<file path="config.mk">
export PLATFORM = sky130hd
export DESIGN_NAME = dmem_access_ctrl
export DESIGN_NICKNAME = d
export VERILOG_FILES = /design/src/rtl/dmem_access_ctrl.sv
export SDC_FILE = /design/constraint.sdc
export NUM_CORES = 1
export LEC_CHECK = 0
export ABC_AREA = 1
export CAP_MARGIN = 0
export CORE_MARGIN = 10
export CORE_UTILIZATION = 45
export CTS_CLUSTER_DIAMETER = 120
export DETAILED_ROUTE_END_ITERATION = 7
export PLACE_DENSITY = 0.8
export SLEW_MARGIN = 20
export SYNTH_ARGS = -nofsm -noshare
export SYNTH_HDL_FRONTEND = slang
export SYNTH_SLANG_ARGS = --single-unit
</file>
<file path="constraint.sdc">
create_clock -name clock -period 3.6 [get_ports clock]
set_input_delay 0.36 -clock clock [delete_from_list [all_inputs] [get_ports clock]]
set_output_delay 0.36 -clock clock [all_outputs]
set_load 0.1 [all_outputs]
</file>
<file path="src/rtl/dmem_access_ctrl.sv">
// MEM-stage data memory access sequencer.
// Issues req/ready handshakes, stalls the pipe and bubbles MEM/WB.
module dmem_access_ctrl #(
  parameter int TIMEOUT_CYCLES = 16,
  parameter int CNT_W          = 32
) (
  input  logic             clock,
  input  logic             reset,
  input  logic             ex_mem_read,
  input  logic             ex_mem_write,
  input  logic [31:0]      ex_addr,
  input  logic [31:0]      ex_wdata,
  input  logic             flush,
  output logic             dmem_req,
  output logic             dmem_we,
  output logic [31:0]      dmem_addr,
  output logic [31:0]      dmem_wdata,
  input  logic             dmem_ready,
  input  logic [31:0]      dmem_rdata,
  output logic [31:0]      read_data_out,
  output logic             pipe_stall,
  output logic             wb_bubble,
  output logic             bus_error,
  output logic [CNT_W-1:0] stall_cycles
);

  localparam int TW = (TIMEOUT_CYCLES > 2) ? $clog2(TIMEOUT_CYCLES) : 1;
  localparam logic [TW-1:0] TLAST = TW'(TIMEOUT_CYCLES - 1);

  typedef enum logic [1:0] {
    S_IDLE,
    S_WAIT,
    S_DONE,
    S_ERR
  } state_e;

  state_e           state_q, state_d;
  logic [31:0]      addr_q, addr_d;
  logic [31:0]      wdata_q, wdata_d;
  logic             we_q, we_d;
  logic [31:0]      rdata_q, rdata_d;
  logic [TW-1:0]    tcnt_q, tcnt_d;
  logic [CNT_W-1:0] stall_q, stall_d;
  logic             access;
  logic             idle_acc;

  assign access   = (ex_mem_read | ex_mem_write) & ~flush;
  assign idle_acc = (state_q == S_IDLE) & access;

  always_comb begin
    state_d = state_q;
    addr_d  = addr_q;
    wdata_d = wdata_q;
    we_d    = we_q;
    rdata_d = rdata_q;
    tcnt_d  = tcnt_q;
    unique case (state_q)
      S_IDLE: begin
        if (access) begin
          state_d = S_WAIT;
          addr_d  = ex_addr;
          wdata_d = ex_wdata;
          we_d    = ex_mem_write;
          tcnt_d  = '0;
        end
      end
      S_WAIT: begin
        tcnt_d = tcnt_q + 1'b1;
        // ready wins over a timeout landing on the same cycle
        if (dmem_ready) begin
          state_d = S_DONE;
          if (!we_q) rdata_d = dmem_rdata;
        end else if (tcnt_q == TLAST) begin
          state_d = S_ERR;
        end
      end
      S_DONE:  state_d = S_IDLE;
      S_ERR:   state_d = S_IDLE;
      default: state_d = S_IDLE;
    endcase
  end

  assign pipe_stall = idle_acc | (state_q == S_WAIT);
  assign wb_bubble  = pipe_stall | (state_q == S_ERR);

  always_comb begin
    stall_d = stall_q;
    if (pipe_stall && (stall_q != '1)) stall_d = stall_q + 1'b1;
  end

  always_ff @(posedge clock or negedge reset) begin
    if (!reset) begin
      state_q <= S_IDLE;
      addr_q  <= '0;
      wdata_q <= '0;
      we_q    <= 1'b0;
      rdata_q <= '0;
      tcnt_q  <= '0;
      stall_q <= '0;
    end else begin
      state_q <= state_d;
      addr_q  <= addr_d;
      wdata_q <= wdata_d;
      we_q    <= we_d;
      rdata_q <= rdata_d;
      tcnt_q  <= tcnt_d;
      stall_q <= stall_d;
    end
  end

  assign dmem_req      = (state_q == S_WAIT);
  assign bus_error     = (state_q == S_ERR);
  assign dmem_we       = we_q;
  assign dmem_addr     = addr_q;
  assign dmem_wdata    = wdata_q;
  assign read_data_out = rdata_q;
  assign stall_cycles  = stall_q;

endmodule

</file>
==> impl_metrics.ini <==
[clock_tree]
cts.path.max_buffers = 2
cts_setup_buffers = 0
cts_resized = 0
numCtsBuffers = 17
htree_num_levels = 4
cts_hold_repair.buffers = 0
ctsRootBufferMaster = clkbuf_16
cts.clk_slew.worst_paths_ps = 60
cts.sinks = 135
clock_latency_ps = 410
cts_tree = yes

[place]
place_ws_ps = 1090
placed_area_um2 = 8600
port_buffers = 234
dp_cells = 983
dpl.hpwl_um = 13700
place.gp.congestion = 0.903

[critical_path]
cp-start-kind = flop
startpoint = stall_cycles[21]
crit_buf_inv = 1
crit_path_max_incr_delay_ps = 1190
cp_top_family = buffers and inverters
critPathKind = reg2out
path_max_fanout = 6
crit_required_ps = 3240
endpoint_kind = primary output
crit_arrival_ps = 2070
rr_startpoint = state_q[0]
critPathSlowestCell = clkdlybuf4s50_1
path_cells = clkdlybuf4s50_1

[timing]
setup_violations = 0
finalMaxSlewViolations = 0
final.setup_skew_ps = 8.71
timing.final.crit_share_pct = 67.5
holdWs_ps = 53.2
hold_viol_final = 0
maxSlewHeadroom_pct = 30.0
period_needed_ps = 2430
tns_ps = 0
worst_slew_pin_slew_ps = 1050
fmax_mhz = 412
worst_slack_ps = 1170
rsz0062_at_grt = no

[logic_synthesis]
synth_edf_count = 0
yosys_register_bits = 135
yosys_warnings = 0
synth.distinct_cells = 26
ys.flop_type = dfrtp_1
netlist_instances = 585
avgSynthCellArea_um2 = 10.4
yosysTopAreaCellShare_pct = 55.5
synth_most_common_cell = nand2_1
async_reset_ff_share_pct = 100
yosys.area.top_type = dfrtp_1
synth.yosys.seq_area_share_pct = 55.5
syn_nets = 689
netlist_area_um2 = 6090
yosys-top-cells-count = nand2_1 (192), dfrtp_1 (135), mux2_2 (96)
synth_area_leaders = dfrtp_1 (55%), mux2_2 (18%), nand2_1 (12%)

[flow_run]
max-cap-violations = 0

[finish]
nets = 930
area_growth_syn_to_layout_pct = 50.7
diodes = 0
nFillCells = 1034
instances_no_fill = 1015
layout-drive-gt1-share_pct = 18.2
post-route-cell-area_um2 = 9180

[routing]
avgRoutedWirePerCell_um = 17.5
drt_iter0_drc = 169
drtAntennaViolNets = 0
remaining_drc_errors = 0
viasPerCell = 4.90
drt-pass1-iter-count = 5
num_vias = 4975
drt-total-wl_um = 17800

[global_routing]
grt_use_total_pct = 19.1
grt_pass1_vias = 5210
antenna_found_initial = 0
grt_max_degree = 69
overflow = 0
grt_pass1_wl_um = 27700

[floorplan]
die_height_um = 136
die_x_um = 136
start_util_pct = 46.0
dieArea_um2 = 18600
core_area_um2 = 13200
rows = 42
num_io_pins = 235

[pwr]
peakVddDrop_uv = 820
power.density_nw_per_um2 = 1050
p_leak_nw = 4.07

[outcome]
run_status = completed

[hold_path]
holdCritPathClass = in2async
sequential cells by signal, indices dropped and copies added (netlist names):
signal	flops
dmem_we	1
dmem_wdata	32
read_data_out	32
stall_cycles	32
state_q	2
dmem_addr	32
tcnt_q	4
report_power, final:
group	switching [mW]	internal, mW	leakage, nW	total, mW
logic	4.31	1.32	2.12	5.63
registers	0.295	2.02	1.66	2.31
clock network	0.641	1.05	0.289	1.69
area by class of cell:
type	instances	area, um2	share of cell area [%]
clock buffer	20	457	4.97
clock inverter	12	128	1.39
inverter	35	131	1.43
multi-input combinational	401	2510	27.3
sequential	135	3380	36.8
tap	176	220	2.40
timing repair buffer	236	2360	25.7
stage by stage:
step,power (mW),util [%]
finish,9.63,69.3
detailed placement,7.98,64.9
global placement,7.89,64.9
CTS,9.72,69.3
global route,9.97,69.3
floorplan,6.55,-
final timing paths:
check | to | slack, ps | cells after the start
min in group clock | dmem_addr[0] | 500 | 1
min reg2reg | dmem_addr[0] | 500 | 1
max reg2reg | stall_cycles[9] | 1420 | 7
max | stall_cycles[21] | 1170 | 1
min | read_data_out[23] | 50 | 1
max in group asynchronous | dmem_addr[26] | 2690 | 2
placed cells by master, fill, tap and decap left out, drive strengths merged:
cell type	instances
bufinv	2
clkinv	9
clkdlybuf4s50	230
clkbuf	20
a21oi	3
ha	2
inv	35
dfrtp	135
xor2	8
a22o	1
nand3	15
or2	1
and2	4
buf	6
nand3b	9
xnor2	6
nor2	54
o21ai	5
mux2	96
clkinvlp	1
nand2	197
metal layers:
metal	part of all wire [%]	vias up	GRT usage, %	routed length, um
li1	-	2363	-	-
met3	13	13	11.2	2310
met4	0.92	0	6.09	163
met5	0	-	0	0
met1	36	2405	20.1	6470
met2	50	194	31.5	8860
kinds of logic (layout without fill, tap and decap cells):
group	after synthesis	count (layout)	share of synthesized area, %
xor gates and xnor gates	14	14	2.01
AOI/OAI and AO/OA	9	9	0.986
and+or+nand+nor	280	280	19.9
muxes	96	96	17.7
buffers and inverters	49	303	3.51
DFF	135	135	55.5
adders and majority gates	2	2	0.411
Power figures use the tool's default switching activity.
==> patch (same settings) <==
Take the reset off `addr_q` and load it in a clocked block of its own.
--- a/src/rtl/dmem_access_ctrl.sv
+++ b/src/rtl/dmem_access_ctrl.sv
@@ -91,7 +91,6 @@
   always_ff @(posedge clock or negedge reset) begin
     if (!reset) begin
       state_q <= S_IDLE;
-      addr_q  <= '0;
       wdata_q <= '0;
       we_q    <= 1'b0;
       rdata_q <= '0;
@@ -99,13 +98,16 @@
       stall_q <= '0;
     end else begin
       state_q <= state_d;
-      addr_q  <= addr_d;
       wdata_q <= wdata_d;
       we_q    <= we_d;
       rdata_q <= rdata_d;
       tcnt_q  <= tcnt_d;
       stall_q <= stall_d;
     end
+  end
+
+  always_ff @(posedge clock) begin
+    addr_q <= addr_d;
   end
 
   assign dmem_req      = (state_q == S_WAIT);
Formal check against the unedited RTL: not equivalent (Yosys sat finds a counterexample within 4 cycles, from zero or initial values and one cycle with reset low).
==> patch against the unedited design <==
- cell area is 1.9% lower
- power fell by 14%
- sequential cell count is the same
- sequential share of layout area grew 2.5 points
- non-clock buffer count rose by 2
- die area down 2.1%
- sequential power decreased by 4%
- setup slack worse by 82 ps
- critical path type unchanged
- area after synthesis decreased by 2.5%
- worst hold slack worse by 28 ps
- wire length hardly changed
- synthesized cell count grew 6.5%
- combinational power down 22%
==> patch: results (changes against the unedited design) <==
The run finished with clean final reports. The tools report the sequential fraction of the synthesis area as 59.56% (+4.1 points). The number of placed instances with taps included was 1019 (+3.7%). The number of distinct library cells after synthesis is 32 (+23%).

The run gives 2.21 mW (-4%) as the sequential power. The post-place instance area was 8416 um2 (-2.1%); the final clock skew was 5.685 ps (-3.027 ps). The via density per instance is 4.824 (-1.6%). The logs give 21.28% (+1.2 points) for the global routing met1 resource utilization and 970 (+4.3%) for the net total in the final layout. The global-route wire length before repair was 28.01 mm (+1.1%); the async set or reset register ratio after synthesis was 76.30% (-24 points).

The pin count of the biggest net entering global routing is 90 (+30%), and the net count after synthesis is 727 (+5.5%). The routed length per placed instance works out to 16.94 um (-3.4%). By count the netlist is led by sky130_fd_sc_hd__nand2_1 (284), sky130_fd_sc_hd__dfrtp_1 (103), sky130_fd_sc_hd__nor2_1 (52). Register-to-register path setup slack: 1590 ps (+170 ps). The launch point of the critical path is state_q[0]$_DFFE_PN0P_. Global-route met2 utilization: 33.04% (+1.5 points). For the via count of the first global-routing pass, the log shows 5322 (+2.1%). Yosys attributes the largest share of cell area to sky130_fd_sc_hd__dfrtp_1 (43%), sky130_fd_sc_hd__nand2_1 (18%), sky130_fd_sc_hd__edfxtp_1 (16%), sky130_fd_sc_hd__mux2_2 (5.3%), sky130_fd_sc_hd__nor2_1 (3.3%). The highest ir drop seen on vdd is 823.2 uV (+0.37%). The overall global routing resource usage was 19.61% (+0.51 points).

The slew of the pin with the lowest slew margin is 1097 ps (+49.32 ps). The top fanout value on the critical path was 3 (-3). The count of fill cells added during filler insertion is 956 (-7.5%), and the mean post-synth cell area is 9.536 um2 (-8.4%).
==> patch: final timing paths <==
kind                                                      to  cells past startpoint
worst max register to register       dmem_addr[11]$_DFFE_PP_                      4
max in group asynchronous       stall_cycles[28]$_DFFE_PN0P_                      2
min in group clock                 dmem_wdata[2]$_DFFE_PN0P_                      2
worst min-delay path              dmem_wdata[15]$_DFFE_PN0P_                      1
worst max-delay path                               bus_error                      3
worst min register to register     dmem_wdata[2]$_DFFE_PN0P_                      2
==> patch: final cells by class <==
class / count / area share, %
Timing Repair Buffer: 238 / 26.27
Clock buffer: 18 / 4.765
Sequential cell: 135 / 39.29
Tap cell: 172 / 2.390
Inverter: 38 / 1.584
Clock inverter: 14 / 1.750
Multi-Input combinational cell: 436 / 23.95
==> patch: kinds of logic (layout without fill, tap and decap cells) <==
group,Yosys count,count (layout),share of synthesized area (%)
and+or+nand+nor,373,373,26.05
DFF,135,135,59.56
buffers and inverters,52,308,4.128
muxes,32,32,6.066
xor gates and xnor gates,15,15,2.212
AOI/OAI and AO/OA,14,14,1.559
adders and majority gates,2,2,0.4212
==> patch: stage by stage <==
stage	power [mW]	utilization, %	setup slack (ps)	hold WS [ps]
final	8.326	70.51	1088	25.38
after global routing	8.618	70.51	998.2	83.69
after CTS	8.399	70.48	1057	208.8
after detailed placement	6.658	65.88	1214	463.8
after global placement	6.591	65.88	1272	460.8
after floorplan	5.525	-	1231	64.41
==> patch: critical path, cell delays in order, from the launching register on <==
cell and delay (ps):
sky130_fd_sc_hd__dfrtp_1 390, sky130_fd_sc_hd__nand2_1 80, sky130_fd_sc_hd__inv_1 60, sky130_fd_sc_hd__clkdlybuf4s50_1 1200
==> patch: layer usage <==
metal	vias up	part of all wire [%]
met5	-	0
met4	0	1.9
met3	32	11
met2	221	50
met1	2380	37
li1	2437	-
